===== src/rtl/reset_seq_pkg.sv =====
`default_nettype none
// ============================================================================
// reset_seq_pkg
// Shared state type, counter width and cause-width helper for reset_sequencer.
// Rev 1.0
// ============================================================================
package reset_seq_pkg;

   typedef enum logic [1:0] {
      IDLE    = 2'd0,
      ASSERT  = 2'd1,
      RELEASE = 2'd2,
      DONE    = 2'd3
   } seq_state_t;

   localparam int unsigned c_cnt_w = 32;

   // Width of the cause field: one code per source plus the power-on code.
   function automatic int unsigned cw_f(input int unsigned nsrc);
      return $unsigned($clog2(nsrc + 1));
   endfunction

endpackage
`default_nettype wire


===== src/rtl/reset_sequencer_req_edge_latch.sv =====
`default_nettype none
// ============================================================================
// req_edge_latch
// Registers reset requests, detects rising edges and holds them until acked.
// Rev 1.0
// ============================================================================
module req_edge_latch
   import reset_seq_pkg::*;
#(
   parameter int unsigned NSRC = 4
) (
   input  logic            Clk,
   input  logic            nRst,
   input  logic [NSRC-1:0] req,
   input  logic [NSRC-1:0] ack,
   output logic [NSRC-1:0] pending
);

   logic [NSRC-1:0] r_req;
   logic [NSRC-1:0] r_req_d;
   logic [NSRC-1:0] r_pending;

   // A fresh edge wins over a simultaneous ack so the new request is kept.
   always_ff @(posedge Clk or negedge nRst) begin
      if (!nRst) begin
         r_req     <= '0;
         r_req_d   <= '0;
         r_pending <= '0;
      end else begin
         r_req     <= req;
         r_req_d   <= r_req;
         r_pending <= (r_pending & ~ack) | (r_req & ~r_req_d);
      end
   end

   assign pending = r_pending;

endmodule
`default_nettype wire


===== src/rtl/reset_sequencer.sv =====
`default_nettype none
// ============================================================================
// reset_sequencer
// Arbitrates reset requests and drives a timed, ordered multi-domain reset.
// Rev 1.0
// ============================================================================
module reset_sequencer
   import reset_seq_pkg::*;
#(
   parameter int unsigned NSRC      = 4,
   parameter int unsigned NDOM      = 3,
   parameter int unsigned PULSE_CYC = 200000000,
   parameter int unsigned GAP_CYC   = 1000
) (
   input  logic                    Clk,
   input  logic                    nRst,
   input  logic [NSRC-1:0]         req,
   output logic [NSRC-1:0]         ack,
   output logic [NDOM-1:0]         dom_rst,
   output logic                    busy,
   output logic                    done,
   output logic [cw_f(NSRC)-1:0]   cause
);

   localparam int unsigned CW = cw_f(NSRC);
   localparam int unsigned KW = $clog2(NDOM + 1);
   localparam logic [c_cnt_w-1:0] c_pulse_last = c_cnt_w'(PULSE_CYC - 1);
   localparam logic [c_cnt_w-1:0] c_gap_last   = c_cnt_w'(GAP_CYC - 1);

   seq_state_t         r_state;
   seq_state_t         w_state_nxt;
   logic [c_cnt_w-1:0] r_cnt;
   logic [c_cnt_w-1:0] w_cnt_nxt;
   logic [KW-1:0]      r_k;
   logic [KW-1:0]      w_k_nxt;
   logic [NDOM-1:0]    r_dom_rst;
   logic [NDOM-1:0]    w_dom_nxt;
   logic [CW-1:0]      r_cause;
   logic [CW-1:0]      w_cause_nxt;
   logic [NSRC-1:0]    w_pending;
   logic [CW-1:0]      w_grant_idx;
   logic               w_any;

   req_edge_latch #(
      .NSRC (NSRC)
   ) u_req_edge_latch (
      .Clk     (Clk),
      .nRst    (nRst),
      .req     (req),
      .ack     (ack),
      .pending (w_pending)
   );

   // Fixed priority: lowest set index wins.
   always_comb begin
      w_any       = |w_pending;
      w_grant_idx = '0;
      for (int i = int'(NSRC) - 1; i >= 0; i--) begin
         if (w_pending[i]) w_grant_idx = CW'(i);
      end
   end

   always_comb begin
      w_state_nxt = r_state;
      w_cnt_nxt   = r_cnt;
      w_k_nxt     = r_k;
      w_dom_nxt   = r_dom_rst;
      w_cause_nxt = r_cause;
      ack         = '0;
      busy        = 1'b0;
      done        = 1'b0;
      unique case (r_state)
         IDLE: begin
            if (w_any) begin
               ack         = NSRC'(1) << w_grant_idx;
               w_state_nxt = ASSERT;
               w_cnt_nxt   = '0;
               w_dom_nxt   = '1;
               w_cause_nxt = w_grant_idx;
            end
         end
         ASSERT: begin
            busy = 1'b1;
            if (r_cnt == c_pulse_last) begin
               w_state_nxt  = RELEASE;
               w_cnt_nxt    = '0;
               w_dom_nxt[0] = 1'b0;
               w_k_nxt      = KW'(1);
            end else begin
               w_cnt_nxt = r_cnt + c_cnt_w'(1);
            end
         end
         RELEASE: begin
            busy = 1'b1;
            // One extra RELEASE cycle after the last domain drops, then DONE.
            if (r_k == KW'(NDOM)) begin
               w_state_nxt = DONE;
            end else if (r_cnt == c_gap_last) begin
               w_cnt_nxt = '0;
               w_k_nxt   = r_k + KW'(1);
               for (int i = 1; i < int'(NDOM); i++) begin
                  if (r_k == KW'(i)) w_dom_nxt[i] = 1'b0;
               end
            end else begin
               w_cnt_nxt = r_cnt + c_cnt_w'(1);
            end
         end
         DONE: begin
            done        = 1'b1;
            w_state_nxt = IDLE;
         end
         default: w_state_nxt = IDLE;
      endcase
   end

   always_ff @(posedge Clk or negedge nRst) begin
      if (!nRst) begin
         r_state   <= ASSERT;
         r_cnt     <= '0;
         r_k       <= '0;
         r_dom_rst <= '1;
         r_cause   <= CW'(NSRC);
      end else begin
         r_state   <= w_state_nxt;
         r_cnt     <= w_cnt_nxt;
         r_k       <= w_k_nxt;
         r_dom_rst <= w_dom_nxt;
         r_cause   <= w_cause_nxt;
      end
   end

   assign dom_rst = r_dom_rst;
   assign cause   = r_cause;

endmodule
`default_nettype wire


===== config.mk =====
export PLATFORM = sky130hd
export DESIGN_NAME = reset_sequencer
export DESIGN_NICKNAME = d
export VERILOG_FILES = /design/src/rtl/reset_seq_pkg.sv /design/src/rtl/reset_sequencer_req_edge_latch.sv /design/src/rtl/reset_sequencer.sv
export SDC_FILE = /design/constraint.sdc
export NUM_CORES = 1
export LEC_CHECK = 0
export CORE_UTILIZATION = 45
export CTS_BUF_LIST = sky130_fd_sc_hd__clkbuf_4 sky130_fd_sc_hd__clkbuf_8 sky130_fd_sc_hd__clkbuf_16
export CTS_CLUSTER_DIAMETER = 100
export DETAILED_ROUTE_END_ITERATION = 6
export GPL_TIMING_DRIVEN = 1
export PLACE_DENSITY_LB_ADDON = 0.3
export SYNTH_ARGS = -nofsm -noshare
export SYNTH_HDL_FRONTEND = slang
export SYNTH_HIERARCHICAL = 1
export SYNTH_SLANG_ARGS = --single-unit

===== constraint.sdc =====
create_clock -name Clk -period 4.35 [get_ports Clk]
set_input_delay 0.87 -clock Clk [delete_from_list [all_inputs] [get_ports Clk]]
set_output_delay 0.87 -clock Clk [all_outputs]
set_load 0.03 [all_outputs]

==> impl_results.md, run 1 <==
- Synth area leaders: dfrtp_1 42%, nand2_1 4.7%, dfstp_2 4.5%
- Hold_buf cts: 0
- Max_cap viols: 0
- Static leakage: 1.415 nW
- Fin. Hold Viols: 0
- Psw: 0.7133 mW
- Async S/R FF share, synth: 100.0%
- GRT overflow: 0
- Die H: 82.90 microns
- Post-Layout Cell Count: 401
- Nets: 337
- Die Wd: 82.90 microns
- Bufs and invs on worst path: 2
- Pre-CTS setup slack: 1.058 ns
- Setup Crit Path Kind: flip-flop to output pin
- Top-area cell type share of the netlist area: 41.63%
- Slew HR: 46.43%
- Total track usage: 19.70%
- Worst Skew: 0.01624 ns
- Share of cells above drive strength 1: 11.11%
- Hold Path Class: flip-flop to flip-flop
- Setup violators final: 0
- Largest delay contributor family on the critical path: buffers and inverters
- Final WS setup: 0.7268 ns
- DRT Wirelength: 6185 microns
- Post-layout power: 1.671 mW
- CP cell instances: inv_1, ha_1, or3b_1, nor3b_1, clkdlybuf4s50_1
- Area grow syn2layout: 10.75%
- Avg Cell Area, Syn: 9.563 sq um
- Commonest non-fill, non-tap cell in the layout: dfrtp_1
- Clock share of power: 17.8%
- Post-Syn Area: 2945 sq um
- Seq pwr share: 36.9%
- Nature of the critical path startpoint: flip-flop
- Cell Pwr Density: 512.2 nW/um^2
- Slowest cell on the critical path: clkdlybuf4s50_1
- Final Max Slew Viols: 0
- Row cnt: 29
- Internal power: 0.9575 mW
- Number of synthesized flops with an enable pin: 0
- CTS buffer count: 5
- Core area: 6350 sq um
- Detailed placement HPWL: 4339 microns
- Antenna violations before repair: 0
- Synthesis-stage register bit count: 54
- Via count: 2338
- Iteration-0 DRC Markers: 140
- Vias in the first global route: 2354
- Tmin final: 3.623 ns
- Number of antenna diodes: 0
- Avg WL per Cell: 15.42 microns
- Most frequent cells in the layout: 49 x dfrtp_1, 37 x nand2_1, 29 x nor2_1
- Max Buffers Root-to-Sink: 2
- Die area: 6872 sq um
- Gpl congestion: 0.8143
- Switching Share: 42.69%
- Root Buffer: clkbuf_8
- CP endpoint kind: output pin
- Largest net degree at the start of global routing: 33
- Placed insts: 393
- TritonCTS clock tree: yes
- Worst-Margin Slew: 0.8036 ns
- Setup TNS: 0 ns
- Critical Path RT: 3.48 ns
- DRT antenna net count: 0
- Post-CTS sizing: 0
- Crit-path max FO: 10
- Residual DRC count: 0
- Maximum VDD drop: 0.3424 mV
- Worst path max stage delay: 0.74 ns
- I/O pins: 18
- Distinct cell type count after synthesis: 53
- # port buffers: 17
- First-pass GRT wire length: 11070 microns
- Worst-path clk slew: 0.10 ns
- Post-CTS Setup Inserts: 0
- Achievable Freq: 276.0 MHz
- Top_reg_cell synth: dfrtp_1
- Arr. time, crit path: 2.75 ns
- Combinational share of power: 45.3%
- Seq/Total Area, Yosys: 46.09%
- Syn nets: 322
- Final period util: 83.29%
- Post-DR vias/cell: 5.830
- Htree depth: 2
- CTS sink count: 54
- Cell taking the most area after synthesis: dfrtp_1
- DR pass1 iterations: 4
- RSZ-0062 raised after global routing: false
- Synth Warn #: 6
- Initial Utilization: 46.38%
- Status: completed
- # fillers: 577
- Clock Latency Late Sink: 0.32 ns
- Mapped Cells: 308
[routing by layer]
metal  GRT usage, %  vias to the layer above  share of wire [%]  wire length, microns
li1               -                     1130                  -                     -
met1          27.43                     1153                 47                  2900
met2          30.92                       44                 47                  2932
met3          3.579                       11                3.9                   240
met4          6.897                        0                1.8                   113
met5              0                        -                  0                     0
[power by group through the flow]
stage	clock [mW]	sequential, mW	combinational (mW)
after floorplan	0	0.638	0.529
after global placement	0	0.619	0.741
after detailed placement	0	0.626	0.764
after CTS	0.314	0.616	0.765
after global routing	0.328	0.627	0.839
final	0.298	0.616	0.757
[area by class of cell]
| cell class | instances | area (sq um) | area share, % |
|---|---|---|---|
| Multi-Input combinational cell | 223 | 1458 | 44.69 |
| Sequential cell | 54 | 1358 | 41.62 |
| Timing Repair Buffer | 19 | 180.2 | 5.524 |
| Tap cell | 77 | 96.34 | 2.954 |
| Inverter | 20 | 75.07 | 2.301 |
| Clock buffer | 5 | 68.82 | 2.110 |
| Clock inverter | 3 | 26.28 | 0.8055 |
[cell usage after synthesis (7+ instances only)]
cell type / number
nand2_1: 37
nand3_1: 16
nand4_1: 9
xor2_1: 10
a21oi_1: 15
nor2_1: 29
o21ai_0: 10
inv_1: 20
ha_1: 8
nor4_1: 7
and3_1: 8
dfrtp_1: 49
mux2i_1: 8
[path summary, 6_finish.rpt]
| check | start | endpoint | slack (ns) | cells after the start |
|---|---|---|---|---|
| min in group asynchronous | nRst | r_cnt[26]$_DFFE_PN0P_ | 0.51 | 1 |
| min | u_req_edge_latch/r_req[3]$_DFF_PN0_ | u_req_edge_latch/r_req_d[3]$_DFF_PN0_ | 0.39 | 0 |
| max | r_state[1]$_DFFE_PN0P_ | ack[3] | 0.73 | 5 |
| min reg2reg | u_req_edge_latch/r_req[3]$_DFF_PN0_ | u_req_edge_latch/r_req_d[3]$_DFF_PN0_ | 0.39 | 0 |
| max reg2reg | r_state[0]$_DFFE_PN1P_ | r_cnt[31]$_DFFE_PN0P_ | 1.52 | 9 |
| max in group asynchronous | nRst | r_state[0]$_DFFE_PN1P_ | 2.99 | 2 |
[registers in the layout, indices dropped and copies added (netlist names)]
| signal | flops |
|---|---|
| cause | 3 |
| dom_rst | 3 |
| r_cnt | 32 |
| r_k | 2 |
| r_state | 2 |
| u_req_edge_latch/pending | 4 |
| u_req_edge_latch/r_req | 4 |
| u_req_edge_latch/r_req_d | 4 |
[through the flow]
| step | hold WS, ns | instance area [sq um] | utilization [%] |
|---|---|---|---|
| after detailed placement | 0.3649 | 3167 | 49.87 |
| after global placement | 0.3583 | 3167 | 49.87 |
| final | 0.3866 | 3262 | 51.37 |
| after floorplan | 0.3537 | 2945 | - |
| after CTS | 0.3914 | 3262 | 51.37 |
| after global routing | 0.4098 | 3262 | 51.37 |
[cell families (layout without fill, tap and decap cells)]
logic type | after synthesis | in the layout | share of synthesized area, %
compound gates | 58 | 58 | 15.38
xor+xnor | 10 | 10 | 2.974
fa+ha+maj | 8 | 8 | 3.399
mux | 9 | 9 | 3.101
simple gates | 138 | 138 | 24.64
buf+inv | 31 | 47 | 4.418
flops | 54 | 54 | 46.09
[worst reg2reg max path, stage by stage, from the launching register on]
cell and delay, ns:
dfstp_2 0.57, inv_1 0.07, ha_1 0.34, a21oi_1 0.28, o31ai_2 0.10, buf_4 0.23
nor4_2 0.67, nand4_1 0.19, xor2_1 0.18, nor2_1 0.05
No activity file was read; power rests on OpenSTA's default activity.
==> run 2, diff against run 1 <==
==> constraint.sdc (replaced) <==
create_clock -name Clk -period 3.28 [get_ports Clk]
set_input_delay 0.656 -clock Clk [delete_from_list [all_inputs] [get_ports Clk]]
set_output_delay 0.656 -clock Clk [all_outputs]
set_load 0.03 [all_outputs]
==> run 2 against run 1 <==
- wire length fell by 1.4%
- global-route usage fell by 0.44 points
- setup slack got worse by 0.45 ns
- critical path type unchanged
==> impl_results.md, run 2 (synthesis results as in run 1) <==
- Status: completed
- Max reg flops: 32
- Fin. Hold Viols: 0
- Psw: 0.9440 mW
- Row cnt: 29
- # fillers: 589
- Hold Path Class: flip-flop to flip-flop
- Hold_buf cts: 0
- Internal power: 1.287 mW
- Root Buffer: clkbuf_8
- Iteration-0 DRC Markers: 144
- Maximum VDD drop: 0.3986 mV
- CTS sink count: 54
- Core Util, Final: 51.76%
- Worst-path clk slew: 0.10 ns
- Final Max Slew Viols: 0
- Cell Pwr Density: 678.9 nW/um^2
- GRT overflow: 0
- Total track usage: 19.26%
- Largest Register: r_cnt
- Nets: 340
- Critical Path RT: 2.62 ns
- Vias in the first global route: 2243
- DRT Wirelength: 6096 microns
- Pre-CTS setup slack: 0.4402 ns
- Antenna violations before repair: 0
- Arr. time, crit path: 2.35 ns
- First-pass GRT wire length: 10720 microns
- CTS buffer count: 5
- Detailed placement HPWL: 4377 microns
- Most frequent cells in the layout: 49 x dfrtp_1, 37 x nand2_1, 29 x nor2_1
- Final WS setup: 0.2742 ns
- DRT antenna net count: 0
- Residual DRC count: 0
- Htree depth: 2
- Die H: 82.90 microns
- Worst-Margin Slew: 0.9250 ns
- RSZ-0062 raised after global routing: false
- Combinational share of power: 45.8%
- Die Wd: 82.90 microns
- TritonCTS clock tree: yes
- Worst setup startpoint: r_state[1]$_DFFE_PN0P_
- Via count: 2300
- Clock Latency Late Sink: 0.32 ns
- Number of antenna diodes: 0
- Crit-path max FO: 6
- Achievable Freq: 332.7 MHz
- Nature of the critical path startpoint: flip-flop
- Seq pwr share: 36.6%
- Post-Layout Cell Count: 404
- Worst Skew: 0.009694 ns
- Setup Crit Path Kind: flip-flop to output pin
- Core area: 6350 sq um
- Max_cap viols: 0
- Clock share of power: 17.5%
- Setup TNS: 0 ns
- Area grow syn2layout: 11.60%
- Static leakage: 1.450 nW
- Post-DR vias/cell: 5.693
- Gpl congestion: 0.8162
- Setup violators final: 0
- DR pass1 iterations: 4
- Commonest non-fill, non-tap cell in the layout: dfrtp_1
- Die area: 6872 sq um
- FF-to-FF Start: r_cnt[0]$_DFFE_PN0P_
- Initial Utilization: 46.38%
- Hold_sp: u_req_edge_latch/r_req[1]$_DFF_PN0_
- Switching Share: 42.30%
- CP endpoint kind: output pin
- Largest net degree at the start of global routing: 43
- Avg WL per Cell: 15.09 microns
- Max Buffers Root-to-Sink: 2
- # port buffers: 17
- Tmin final: 3.006 ns
- Slew HR: 38.33%
- I/O pins: 18
- Placed instance area: 3189 sq um
- Final period util: 91.64%
- Share of cells above drive strength 1: 11.93%
- Placed insts: 396
- Finished Cell Area: 3287 sq um
[run 2: critical path, cell delays in order, from the launching register on]
cell	delay (ns)
dfrtp_1	0.43
inv_1	0.09
ha_1	0.15
or3b_1	0.46
nor2_1	0.20
clkdlybuf4s50_1	0.70
[run 2: layer usage]
metal / wire length [microns] / part of all wire [%] / global-route usage, % / vias to the layer above
met4: 80 / 1.3 / 6.583 / 0
met1: 2940 / 48 / 26.15 / 1130
met5: 0 / 0 / 0 / -
met3: 187 / 3.1 / 3.479 / 8
met2: 2887 / 47 / 31.07 / 31
li1: - / - / - / 1131
[run 2: final cells by class]
class | count | area [sq um] | area share (%)
multi-input combinational | 223 | 1458 | 44.35
sequential | 54 | 1358 | 41.30
timing repair buffer | 22 | 205.2 | 6.243
clock buffer | 5 | 68.82 | 2.094
inverter | 20 | 75.07 | 2.284
clock inverter | 3 | 26.28 | 0.7994
tap | 77 | 96.34 | 2.931
[run 2: power by group through the flow]
stage | clock network, mW | logic (mW) | registers [mW]
2_1_floorplan | 0 | 0.701 | 0.845
3_3_place_gp | 0 | 1.00 | 0.824
3_5_place_dp | 0 | 1.02 | 0.831
4_1_cts | 0.403 | 1.03 | 0.817
5_1_grt | 0.430 | 1.13 | 0.828
6_report | 0.391 | 1.02 | 0.818
[run 2: worst paths after layout]
check | end | slack (ns) | cells after the start
max | ack[2] | 0.27 | 5
min | u_req_edge_latch/r_req_d[1]$_DFF_PN0_ | 0.39 | 0
max reg2reg | r_cnt[25]$_DFFE_PN0P_ | 0.64 | 7
min reg2reg | u_req_edge_latch/r_req_d[1]$_DFF_PN0_ | 0.39 | 0
max in group asynchronous | cause[0]$_DFFE_PN0P_ | 2.10 | 2
min in group asynchronous | r_cnt[21]$_DFFE_PN0P_ | 0.47 | 1
[run 2: per-stage QoR]
step                      power (mW)  hold WS (ns)
after CTS                      2.248        0.3941
after global placement         1.827        0.3586
final                          2.231        0.3917
after detailed placement       1.854        0.3691
after floorplan                1.547        0.3537
after global routing           2.388        0.4039
[run 2: what timing repair did]
| action | in CTS | in global routing |
|---|---|---|
| resized for setup | 0 | 1 |
| buffers inserted | 0 | 0 |
| endpoints found under the setup margin | 0 | 1 |
==> run 3, diff against run 2 <==
--- a/config.mk
+++ b/config.mk
@@ -5,12 +5,14 @@
 export SDC_FILE = /design/constraint.sdc
 export NUM_CORES = 1
 export LEC_CHECK = 0
+export CORE_ASPECT_RATIO = 1.1
 export CORE_UTILIZATION = 45
 export CTS_BUF_LIST = sky130_fd_sc_hd__clkbuf_4 sky130_fd_sc_hd__clkbuf_8 sky130_fd_sc_hd__clkbuf_16
 export CTS_CLUSTER_DIAMETER = 100
 export DETAILED_ROUTE_END_ITERATION = 6
 export GPL_TIMING_DRIVEN = 1
 export PLACE_DENSITY_LB_ADDON = 0.3
+export SLEW_MARGIN = 25
 export SYNTH_ARGS = -nofsm -noshare
 export SYNTH_HDL_FRONTEND = slang
 export SYNTH_HIERARCHICAL = 1
==> run 3 against run 2 <==
- final area up 0.61%
- via count is 2.9% higher
- power is 0.30% higher
- utilization grew 1.3 points
- register-to-register slack worse by 0.07 ns
- final cell count is 0.99% higher
- clock power about the same
- setup slack worse by 0.013 ns
- clock skew about the same
==> impl_results.md, run 3 (synthesis results as in run 1) <==
- CP cell instances: inv_1, ha_1, or3b_1, nor2_1, clkdlybuf4s50_1
- Total track usage: 20.53%
- Residual DRC count: 0
- Largest net degree at the start of global routing: 42
- Detailed placement HPWL: 4536 microns
- R2R Setup Slk: 0.57 ns
- DRT Wirelength: 6363 microns
- Area grow syn2layout: 12.28%
- Core area: 6231 sq um
- Setup Crit Path Kind: flip-flop to output pin
- Max_cap viols: 0
- Hold Path Class: primary input to async pin
- Fin. Hold Viols: 0
- CP endpoint kind: output pin
- Nets: 341
- # fillers: 584
- Vias in the first global route: 2271
- Die Wd: 79.14 microns
- Clock Latency Late Sink: 0.31 ns
- Arr. time, crit path: 2.36 ns
- RR Endpoint: r_cnt[27]$_DFFE_PN0P_
- Most frequent cells in the layout: 49 x dfrtp_1, 37 x nand2_1, 29 x nor2_1
- Critical Path RT: 2.62 ns
- Initial Utilization: 47.27%
- GRT overflow: 0
- Slew HR: 56.21%
- Share of cells above drive strength 1: 12.20%
- Setup TNS: 0 ns
- Worst-path clk slew: 0.10 ns
- Finished Cell Area: 3307 sq um
- Iteration-0 DRC Markers: 200
- Number of antenna diodes: 0
- Achievable Freq: 331.2 MHz
- Max Buffers Root-to-Sink: 2
- FF-to-FF Start: r_state[0]$_DFFE_PN1P_
- Largest delay contributor family on the critical path: buffers and inverters
- Reg2Reg Depth: 8
- Status: completed
- Die area: 6873 sq um
- Tmin final: 3.019 ns
- Cell Pwr Density: 676.8 nW/um^2
- CTS sink count: 54
- First-pass GRT wire length: 10850 microns
- I/O pins: 18
- Post-DR vias/cell: 5.799
- TritonCTS clock tree: yes
- Nature of the critical path startpoint: flip-flop
- Slowest cell on the critical path: clkdlybuf4s50_1
- Setup violators final: 0
- Worst Skew: 0.01011 ns
- Htree depth: 2
- Maximum VDD drop: 0.3117 mV
- Worst-Margin Slew: 0.6514 ns
- Avg WL per Cell: 15.60 microns
- DR pass1 iterations: 4
- Static leakage: 1.457 nW
- Antenna violations before repair: 0
- Post-layout power: 2.238 mW
- CTS buffer count: 5
- Worst path max stage delay: 0.71 ns
- DRT antenna net count: 0
- Bufs and invs on worst path: 2
- Post-CTS Setup Inserts: 0
- # port buffers: 17
- RSZ-0062 raised after global routing: false
- Root Buffer: clkbuf_8
- Row cnt: 30
- Max reg flops: 32
- Final Max Slew Viols: 0
- Via count: 2366
- Placed instance area: 3209 sq um
- Crit-path max FO: 6
- Final period util: 92.05%
- Commonest non-fill, non-tap cell in the layout: dfrtp_1
- Gpl congestion: 0.8294
- Die H: 86.85 microns
- Largest Register: r_cnt
-- run 3: through the flow --
| stage | instances | setup slack [ns] | hold WS [ns] | util, % |
|---|---|---|---|---|
| 4_1_cts | 408 | 0.06083 | 0.2292 | 53.03 |
| 6_report | 408 | 0.2608 | 0.2212 | 53.07 |
| 2_1_floorplan | 308 | 0.5295 | 0.3537 | - |
| 3_5_place_dp | 400 | 0.4090 | 0.3630 | 51.51 |
| 3_3_place_gp | 400 | 0.4490 | 0.3588 | 51.51 |
| 5_1_grt | 408 | 0.1367 | 0.2379 | 53.07 |
-- run 3: final cells by class --
class | instances | area (sq um) | area share (%)
Timing Repair Buffer | 23 | 212.7 | 6.432
Tap cell | 80 | 100.1 | 3.027
Inverter | 20 | 75.07 | 2.270
Clock inverter | 1 | 5.005 | 0.1513
Sequential cell | 54 | 1358 | 41.05
Multi-Input combinational cell | 223 | 1466 | 44.34
Clock buffer | 7 | 90.09 | 2.724
-- run 3: how the worst max path moves through the flow --
stage | from | endpoint | cells past startpoint
after floorplan | r_state[1]$_DFFE_PN0P_ | ack[3] | 6
after global placement | r_state[1]$_DFFE_PN0P_ | ack[3] | 5
after detailed placement | r_state[1]$_DFFE_PN0P_ | ack[3] | 5
after CTS | r_state[1]$_DFFE_PN0P_ | ack[3] | 5
after global routing | r_state[1]$_DFFE_PN0P_ | ack[2] | 5
final | r_state[1]$_DFFE_PN0P_ | ack[2] | 5
-- run 3: timing repair --
item / 4_1_cts / 5_1_grt
endpoints found under the setup margin: 0 / 1
gates resized for setup: 0 / 1
hold buffers: 0 / 0
-- run 3: metal layers --
metal  share of wire, %  wire, microns  up-vias  global-route usage, %
met5                  0              0        -                      0
met4                2.0            130        0                  8.760
met3                3.5            221       13                  3.874
met2                 48           3052       54                  32.45
met1                 46           2958     1162                  27.60
li1                   -              -     1137                      -
-- run 3: worst reg2reg max path: stages, from the launching register on --
cell and delay, ns:
dfstp_2 0.57, inv_1 0.06, ha_1 0.34, a21oi_1 0.33
o31ai_4 0.20, nor4_2 0.65, nand4_1 0.20, xor2_1 0.18
nor2_1 0.05
-- run 3: power by group --
part / total, mW / internal [mW] / switching (mW)
clock: 0.388 / 0.179 / 0.209
sequential: 0.819 / 0.745 / 0.0734
combinational: 1.03 / 0.395 / 0.637
